**config.mk**
```make
export PLATFORM = sky130hd
export DESIGN_NAME = demux3x1_loader_flat
export DESIGN_NICKNAME = d
export VERILOG_FILES = /design/src/rtl/interp_pkg.sv /design/src/rtl/demux3x1_loader_if.sv /design/src/rtl/lane_bank16.sv /design/src/rtl/demux3x1_loader.sv /design/src/flat_wrapper.sv
export SDC_FILE = /design/constraint.sdc
export NUM_CORES = 1
export LEC_CHECK = 0
export ABC_AREA = 1
export ABC_CLOCK_PERIOD_IN_PS = 2600
export BUFFER_PORTS_ARGS = -buffer_cell sky130_fd_sc_hd__buf_2
export CELL_PAD_IN_SITES_DETAIL_PLACEMENT = 1
export CELL_PAD_IN_SITES_GLOBAL_PLACEMENT = 1
export CORE_MARGIN = 2
export CORE_UTILIZATION = 40
export CTS_CLUSTER_DIAMETER = 80
export DETAILED_ROUTE_END_ITERATION = 7
export GPL_TIMING_DRIVEN = 1
export PLACE_DENSITY = 0.81
export SLEW_MARGIN = 20
export SYNTH_ARGS = -nofsm -noshare
export SYNTH_HDL_FRONTEND = slang
export SYNTH_SLANG_ARGS = --single-unit
```
**constraint.sdc**
```tcl
create_clock -name clk -period 2.6 [get_ports clk]
set_clock_uncertainty 0.2 [all_clocks]
set_input_delay 0.39 -clock clk [delete_from_list [all_inputs] [get_ports clk]]
set_output_delay 0.39 -clock clk [all_outputs]
set_load 0.02 [all_outputs]
```
**src/rtl/interp_pkg.sv**
```systemverilog
// Shared constants and helpers for the interpolator bank loader:
// lane/bank counts, mux select encodings and bank pointer arithmetic.
package interp_pkg;

    localparam int NUM_LANES = 16;
    localparam int NUM_BANKS = 3;

    localparam logic [1:0] SEL_BANK0 = 2'b00;
    localparam logic [1:0] SEL_BANK1 = 2'b10;
    localparam logic [1:0] SEL_BANK2 = 2'b11;

    typedef enum logic [1:0] {
        BANK0 = 2'd0,
        BANK1 = 2'd1,
        BANK2 = 2'd2
    } bank_e;

    function automatic int lane_width(input int data_width);
        return data_width + 2;
    endfunction

    function automatic bank_e next_bank(input bank_e b);
        bank_e n;
        case (b)
            BANK0:   n = BANK1;
            BANK1:   n = BANK2;
            default: n = BANK0;
        endcase
        return n;
    endfunction

    function automatic logic [NUM_BANKS-1:0] bank_onehot(input bank_e b);
        logic [NUM_BANKS-1:0] oh;
        case (b)
            BANK0:   oh = 3'b001;
            BANK1:   oh = 3'b010;
            default: oh = 3'b100;
        endcase
        return oh;
    endfunction

    function automatic logic [1:0] sel_code(input bank_e b);
        logic [1:0] s;
        case (b)
            BANK0:   s = SEL_BANK0;
            BANK1:   s = SEL_BANK1;
            default: s = SEL_BANK2;
        endcase
        return s;
    endfunction

endpackage

```
**src/rtl/demux3x1_loader_if.sv**
```systemverilog
// Sample stream in, three flat bank buses plus select/valid/ack out.
interface demux3x1_loader_if #(
    parameter int DATA_WIDTH = 8
);
    localparam int LW = interp_pkg::lane_width(DATA_WIDTH);
    localparam int BW = interp_pkg::NUM_LANES * LW;

    logic                 in_valid;
    logic                 in_ready;
    logic signed [LW-1:0] in_data;
    logic [BW-1:0]        out_bank0;
    logic [BW-1:0]        out_bank1;
    logic [BW-1:0]        out_bank2;
    logic                 c0;
    logic                 c1;
    logic                 out_valid;
    logic                 out_ack;

    modport slave (
        input  in_valid, in_data, out_ack,
        output in_ready, out_bank0, out_bank1, out_bank2, c0, c1, out_valid
    );

    modport master (
        output in_valid, in_data, out_ack,
        input  in_ready, out_bank0, out_bank1, out_bank2, c0, c1, out_valid
    );

endinterface

```
**src/rtl/lane_bank16.sv**
```systemverilog
// One 16-lane sample register bank: single write port, all lanes visible
// on a flat registered bus.
module lane_bank16
    import interp_pkg::*;
#(
    parameter int LW = 10
) (
    input  logic                    clk,
    input  logic                    rst_n,
    input  logic                    we,
    input  logic [3:0]              addr,
    input  logic [LW-1:0]           wdata,
    output logic [NUM_LANES*LW-1:0] bus_o
);

    logic [LW-1:0] lane_q [NUM_LANES];
    logic [LW-1:0] lane_d [NUM_LANES];

    always_comb begin
        lane_d = lane_q;
        if (we) begin
            lane_d[addr] = wdata;
        end
    end

    always_ff @(posedge clk or negedge rst_n) begin
        if (!rst_n) begin
            for (int i = 0; i < NUM_LANES; i++) begin
                lane_q[i] <= '0;
            end
        end else begin
            lane_q <= lane_d;
        end
    end

    generate
        for (genvar gi = 0; gi < NUM_LANES; gi++) begin : g_pack
            assign bus_o[gi*LW +: LW] = lane_q[gi];
        end
    endgenerate

endmodule

```
**src/rtl/demux3x1_loader.sv**
```systemverilog
// Round-robin loader for three 16-lane banks feeding the 3:1 sample mux;
// tracks per-bank full flags and presents the oldest full bank downstream.
module demux3x1_loader
    import interp_pkg::*;
#(
    parameter int DATA_WIDTH = 8
) (
    input  logic               clk,
    input  logic               rst_n,
    demux3x1_loader_if.slave   bus
);

    localparam int LW = lane_width(DATA_WIDTH);
    localparam int BW = NUM_LANES * LW;

    bank_e                wr_bank_q, wr_bank_d;
    logic [3:0]           wr_lane_q, wr_lane_d;
    bank_e                rd_bank_q, rd_bank_d;
    logic [NUM_BANKS-1:0] full_q, full_d;
    logic                 out_valid_q, out_valid_d;
    logic [1:0]           sel_q, sel_d;

    logic                 in_ready;
    logic                 xfer;
    logic                 ack;
    logic [BW-1:0]        bank_bus [NUM_BANKS];

    // Ready depends only on registered state, never on in_valid or out_ack.
    assign in_ready = ~|(full_q & bank_onehot(wr_bank_q));
    assign xfer     = bus.in_valid & in_ready;
    assign ack      = out_valid_q & bus.out_ack;

    always_comb begin
        wr_bank_d = wr_bank_q;
        wr_lane_d = wr_lane_q;
        rd_bank_d = rd_bank_q;
        full_d    = full_q;

        if (xfer) begin
            wr_lane_d = wr_lane_q + 4'd1;
            if (wr_lane_q == 4'd15) begin
                full_d    = full_d | bank_onehot(wr_bank_q);
                wr_bank_d = next_bank(wr_bank_q);
            end
        end

        if (ack) begin
            full_d    = full_d & ~bank_onehot(rd_bank_q);
            rd_bank_d = next_bank(rd_bank_q);
        end

        // A fresh fill shows up one cycle late; after an ack the next bank's
        // flag is presented immediately alongside its select code.
        if (ack) begin
            out_valid_d = |(full_d & bank_onehot(rd_bank_d));
        end else begin
            out_valid_d = |(full_q & bank_onehot(rd_bank_q));
        end

        sel_d = sel_code(rd_bank_d);
    end

    always_ff @(posedge clk or negedge rst_n) begin
        if (!rst_n) begin
            wr_bank_q   <= BANK0;
            wr_lane_q   <= '0;
            rd_bank_q   <= BANK0;
            full_q      <= '0;
            out_valid_q <= 1'b0;
            sel_q       <= SEL_BANK0;
        end else begin
            wr_bank_q   <= wr_bank_d;
            wr_lane_q   <= wr_lane_d;
            rd_bank_q   <= rd_bank_d;
            full_q      <= full_d;
            out_valid_q <= out_valid_d;
            sel_q       <= sel_d;
        end
    end

    generate
        for (genvar gi = 0; gi < NUM_BANKS; gi++) begin : g_bank
            lane_bank16 #(
                .LW (LW)
            ) u_bank (
                .clk   (clk),
                .rst_n (rst_n),
                .we    (xfer && (wr_bank_q == bank_e'(gi))),
                .addr  (wr_lane_q),
                .wdata (bus.in_data),
                .bus_o (bank_bus[gi])
            );
        end
    endgenerate

    assign bus.in_ready  = in_ready;
    assign bus.out_bank0 = bank_bus[0];
    assign bus.out_bank1 = bank_bus[1];
    assign bus.out_bank2 = bank_bus[2];
    assign bus.c0        = sel_q[0];
    assign bus.c1        = sel_q[1];
    assign bus.out_valid = out_valid_q;

endmodule

```
**src/flat_wrapper.sv**
```systemverilog
// flat-port wrapper written by rule: the top's interface ports become plain ports
module demux3x1_loader_flat import interp_pkg::*;
#(
    parameter int DATA_WIDTH = 8
)
  (clk, rst_n, bus_in_valid, bus_in_data, bus_out_ack, bus_in_ready, bus_out_bank0, bus_out_bank1, bus_out_bank2, bus_c0, bus_c1, bus_out_valid);
  demux3x1_loader_if #(.DATA_WIDTH(DATA_WIDTH)) bus_i ();
  input  logic clk;
  input  logic rst_n;
  input wire logic [$bits(bus_i.in_valid)-1:0] bus_in_valid;
  input wire logic [$bits(bus_i.in_data)-1:0] bus_in_data;
  input wire logic [$bits(bus_i.out_ack)-1:0] bus_out_ack;
  output wire logic [$bits(bus_i.in_ready)-1:0] bus_in_ready;
  output wire logic [$bits(bus_i.out_bank0)-1:0] bus_out_bank0;
  output wire logic [$bits(bus_i.out_bank1)-1:0] bus_out_bank1;
  output wire logic [$bits(bus_i.out_bank2)-1:0] bus_out_bank2;
  output wire logic [$bits(bus_i.c0)-1:0] bus_c0;
  output wire logic [$bits(bus_i.c1)-1:0] bus_c1;
  output wire logic [$bits(bus_i.out_valid)-1:0] bus_out_valid;
  assign bus_i.in_valid = bus_in_valid;
  assign bus_i.in_data = bus_in_data;
  assign bus_i.out_ack = bus_out_ack;
  assign bus_in_ready = bus_i.in_ready;
  assign bus_out_bank0 = bus_i.out_bank0;
  assign bus_out_bank1 = bus_i.out_bank1;
  assign bus_out_bank2 = bus_i.out_bank2;
  assign bus_c0 = bus_i.c0;
  assign bus_c1 = bus_i.c1;
  assign bus_out_valid = bus_i.out_valid;
  demux3x1_loader #(.DATA_WIDTH(DATA_WIDTH)) u_core (.clk(clk), .rst_n(rst_n), .bus(bus_i));
endmodule
```
==> flow_summary.toml <==
[place]
finalWeightedCongestion = 0.821
buffer_ports.inserted = 497
detailed_place_hpwl_um = 43900
placed_cell_area_mm2 = 0.0214
pre_cts_setup_slack_ns = -0.153

[yosys]
synth_area_mm2 = 0.0182
synth_top_area_cell = "dfrtp_1"
yosys_warnings = 0
synthDominantCellAreaShare = 0.680
synth_area_leaders = "dfrtp_1 (68%), nand2_1 (11%), o21ai_0 (10%), clkbuf_1 (2.6%), o21ai_1 (2.5%)"
synthesis.area_per_instance_um2 = 10.3
yosys_register_bits = 494
part_of_the_yosys_area_used_for_sequential_elements = 0.680
synth_enable_flop_cells = 0
ys_types = 27
synth_fp_nets = 1786
postSynth.asyncResetShare = 1.00
netlist_instances = 1768
ys_dominant_reg_cell = "dfrtp_1"

[cells_and_area]
post-route-cell-area_mm2 = 0.0232
antenna-diode-count = 0
regArea_mm2 = 0.0124
multi_input_area_mm2 = 0.00494
layout-drive-gt1-share = 0.304
fillerInstances = 5181
area.growth.synth_to_final_pct = 27.4
post_layout_nets = 2272

[clocking]
clockBufferDepth = 3
clockRootBuffer = "clkbuf_16"
clock_latency_ns = 0.60
worst_setup_hold_path_clk_slew_ns = 0.06
cts_tree = "done"
cts-htree-levels = 2
clock_buffer_count_from_cts = 51
clock-sinks = 494

[timing]
setup-violations-final = 0
relSlewSlack = 0.442
rsz0062_at_grt = "true"
min_period_over_period = 0.977
final.setup.worst_slack_ns = 0.0586
hold_violations = 0
achievable-frequency_mhz = 393
worstMarginPinSlew_ns = 0.835
timing.hold.ws_ns = 0.120
slew_violations = 0
finalCriticalPeriod_ns = 2.54

[drt]
drt-wirelength-per-cell_um = 22.9
post-route-drc-count = 0
num_vias = 15200
dr.pass1.iters = 5
topRoutingLayerUsed = "met4"
number_of_drc_markers_in_iteration_0 = 1009
met2_length_um = 31100
routed-wl-met3_um = 4570
final_antenna_net_count = 0
postRouteWirelength_um = 66100
vias_per_cell = 5.24
met1_length_um = 27500

[critical_path]
timing.critical_path.arrival_ns = 2.82
cp.required_ns = 2.88
critical-path-max-stage-delay_ns = 0.50
wp_buf_inv = 1
crit_chain = "inv_2, nand3_2, nand4_4, nor2_4, nand2_1, o21ai_0"
timing.critical_path.from_type = "flop"
critical_path.reg2reg.startpoint = "u_core.wr_bank_q[0]"
critPathMaxFanout = 20
crit_path_end_kind = "flop"
r2r_cells = 6
critical-path-top-delay-family = "simple AND/OR/NAND/NOR gates"
cell_with_the_largest_stage_delay_on_the_worst_path = "dfrtp_1"
rrSetupSlack_ns = 0.06
regToRegEndpoint = "u_core.g_bank[1].u_bank.bus_o[137]"
worstSetupPathType = "reg2reg"

[power]
vdd.ir_drop.worst_uv = 573
power.density_cell_area_mw_per_mm2 = 1120
leakagePower_nw = 12.5

[die]
floorplan.die.width_um = 217
die_height_um = 217
area_of_the_die_mm2 = 0.0472
core_area_mm2 = 0.0451
initial_utilization = 0.403
cell_rows = 78
boundaryPins = 498

[global_route]
vias_in_the_first_global_route = 16200
maximum_number_of_pins_on_one_net_before_global_route_repair = 68
total_grt_usage = 0.279
antenna_found_initial = 0
globalRouteOverflowTotal = 0
wire_length_of_the_first_global_routing_pass_um = 99700

[hold_path]
min_delay_path_depth = 3
worst_hold_startpoint = "bus_in_data[9]"
holdCritPathClass = "in2reg"
whs_endpoint = "u_core.g_bank[1].u_bank.bus_o[149]"

[status]
status = "completed"

[flow_run]
max-cap-violations = 0
cell families after synthesis:
kind of cell | synth area share
compound gates | 0.137
xor+xnor | 0.00145
fa+ha+maj | 0.00275
buf+inv | 0.0484
flops | 0.680
simple gates | 0.130
worst max-delay path by stage:
stage	startpoint	endpoint	slack, ns	cells past startpoint
2_1_floorplan	u_core.wr_bank_q[0]	u_core.g_bank[0].u_bank.bus_o[150]	0.61	8
3_3_place_gp	u_core.wr_bank_q[0]	u_core.g_bank[2].u_bank.bus_o[157]	0.12	7
3_5_place_dp	u_core.wr_bank_q[0]	u_core.g_bank[2].u_bank.bus_o[147]	-0.15	7
4_1_cts	u_core.wr_bank_q[0]	u_core.g_bank[1].u_bank.bus_o[147]	0.01	7
5_1_grt	u_core.wr_bank_q[0]	u_core.g_bank[1].u_bank.bus_o[137]	-0.12	6
6_report	u_core.wr_bank_q[0]	u_core.g_bank[1].u_bank.bus_o[137]	0.06	6
timing repair:
| action | CTS | global route |
|---|---|---|
| pin swaps | 1 | 0 |
| endpoints found under the hold margin | 113 | 0 |
| setup endpoints to repair | 64 | 28 |
| gates resized for setup | 0 | 1 |
| hold buffers | 4 | 0 |
| setup buffers | 2 | 0 |
power by group:
part	switching (mW)	leakage, nW	internal (mW)
logic	5.45	4.91	2.34
registers	1.26	6.81	9.61
clock network	3.10	0.812	4.17
registers in the layout, indices dropped and copies added, names as in the netlist:
| name | cells |
|---|---|
| u_core.g_bank.u_bank.bus_o | 480 |
| u_core.wr_lane_q | 4 |
| u_core.full_q | 3 |
| u_core.rd_bank_q | 2 |
| u_core.sel_q | 2 |
| u_core.wr_bank_q | 2 |
| u_core.bus.out_valid | 1 |
cells in the mapped netlist (3+ instances only):
master / instances
a21oi_1: 13
buf_6: 18
clkbuf_1: 126
dfrtp_1: 494
ha_1: 4
inv_1: 36
nand2_1: 526
nand2_4: 10
nand3_1: 8
nor2_1: 35
o21ai_0: 376
o21ai_1: 90
o21ai_2: 10
xor2_1: 3
per-layer routing:
layer  track usage  vias to the layer above
met1         0.356                     7751
met2         0.450                      547
met5             0                        -
li1              -                     6698
met4         0.121                        0
met3        0.0745                      158
cells in the final DEF, fill, tap and decap left out, types with 3 or more instances in the layout:
cell	Yosys	layout
dlygate4sd3_1	0	4
clkinv_2	0	10
buf_2	0	496
nor2_1	35	35
o21ai_2	10	10
xor2_1	3	3
nand3_1	8	8
buf_4	2	67
clkbuf_8	2	13
nand2_1	526	525
clkbuf_16	0	51
ha_1	4	4
a21oi_1	13	13
inv_2	2	12
buf_12	1	14
o21ai_1	90	90
nand2_4	10	10
clkbuf_1	126	11
o21ai_0	376	376
inv_1	36	26
dfrtp_1	494	494
metrics by stage:
stage	TNS, ns	utilization	instances	power, mW
2_1_floorplan	0	-	1768	15.1
3_3_place_gp	0	0.476	2795	18.3
3_5_place_dp	-2.92	0.476	2795	18.7
4_1_cts	0	0.514	2892	26.1
5_1_grt	-1.27	0.514	2892	27.1
6_report	0	0.514	2892	25.9
tightest hold or removal path: stages:
cell     delay [ns]
buf_2          0.08
inv_2          0.17
o21ai_0        0.23
final cells by class:
class,count,area share
timing repair buffer,582,0.143
clock buffer,75,0.0646
inverter,38,0.00616
tap,600,0.0324
multi-input combinational,1087,0.213
sequential,494,0.534
clock inverter,16,0.00616
(Power assumes the default switching activity.)
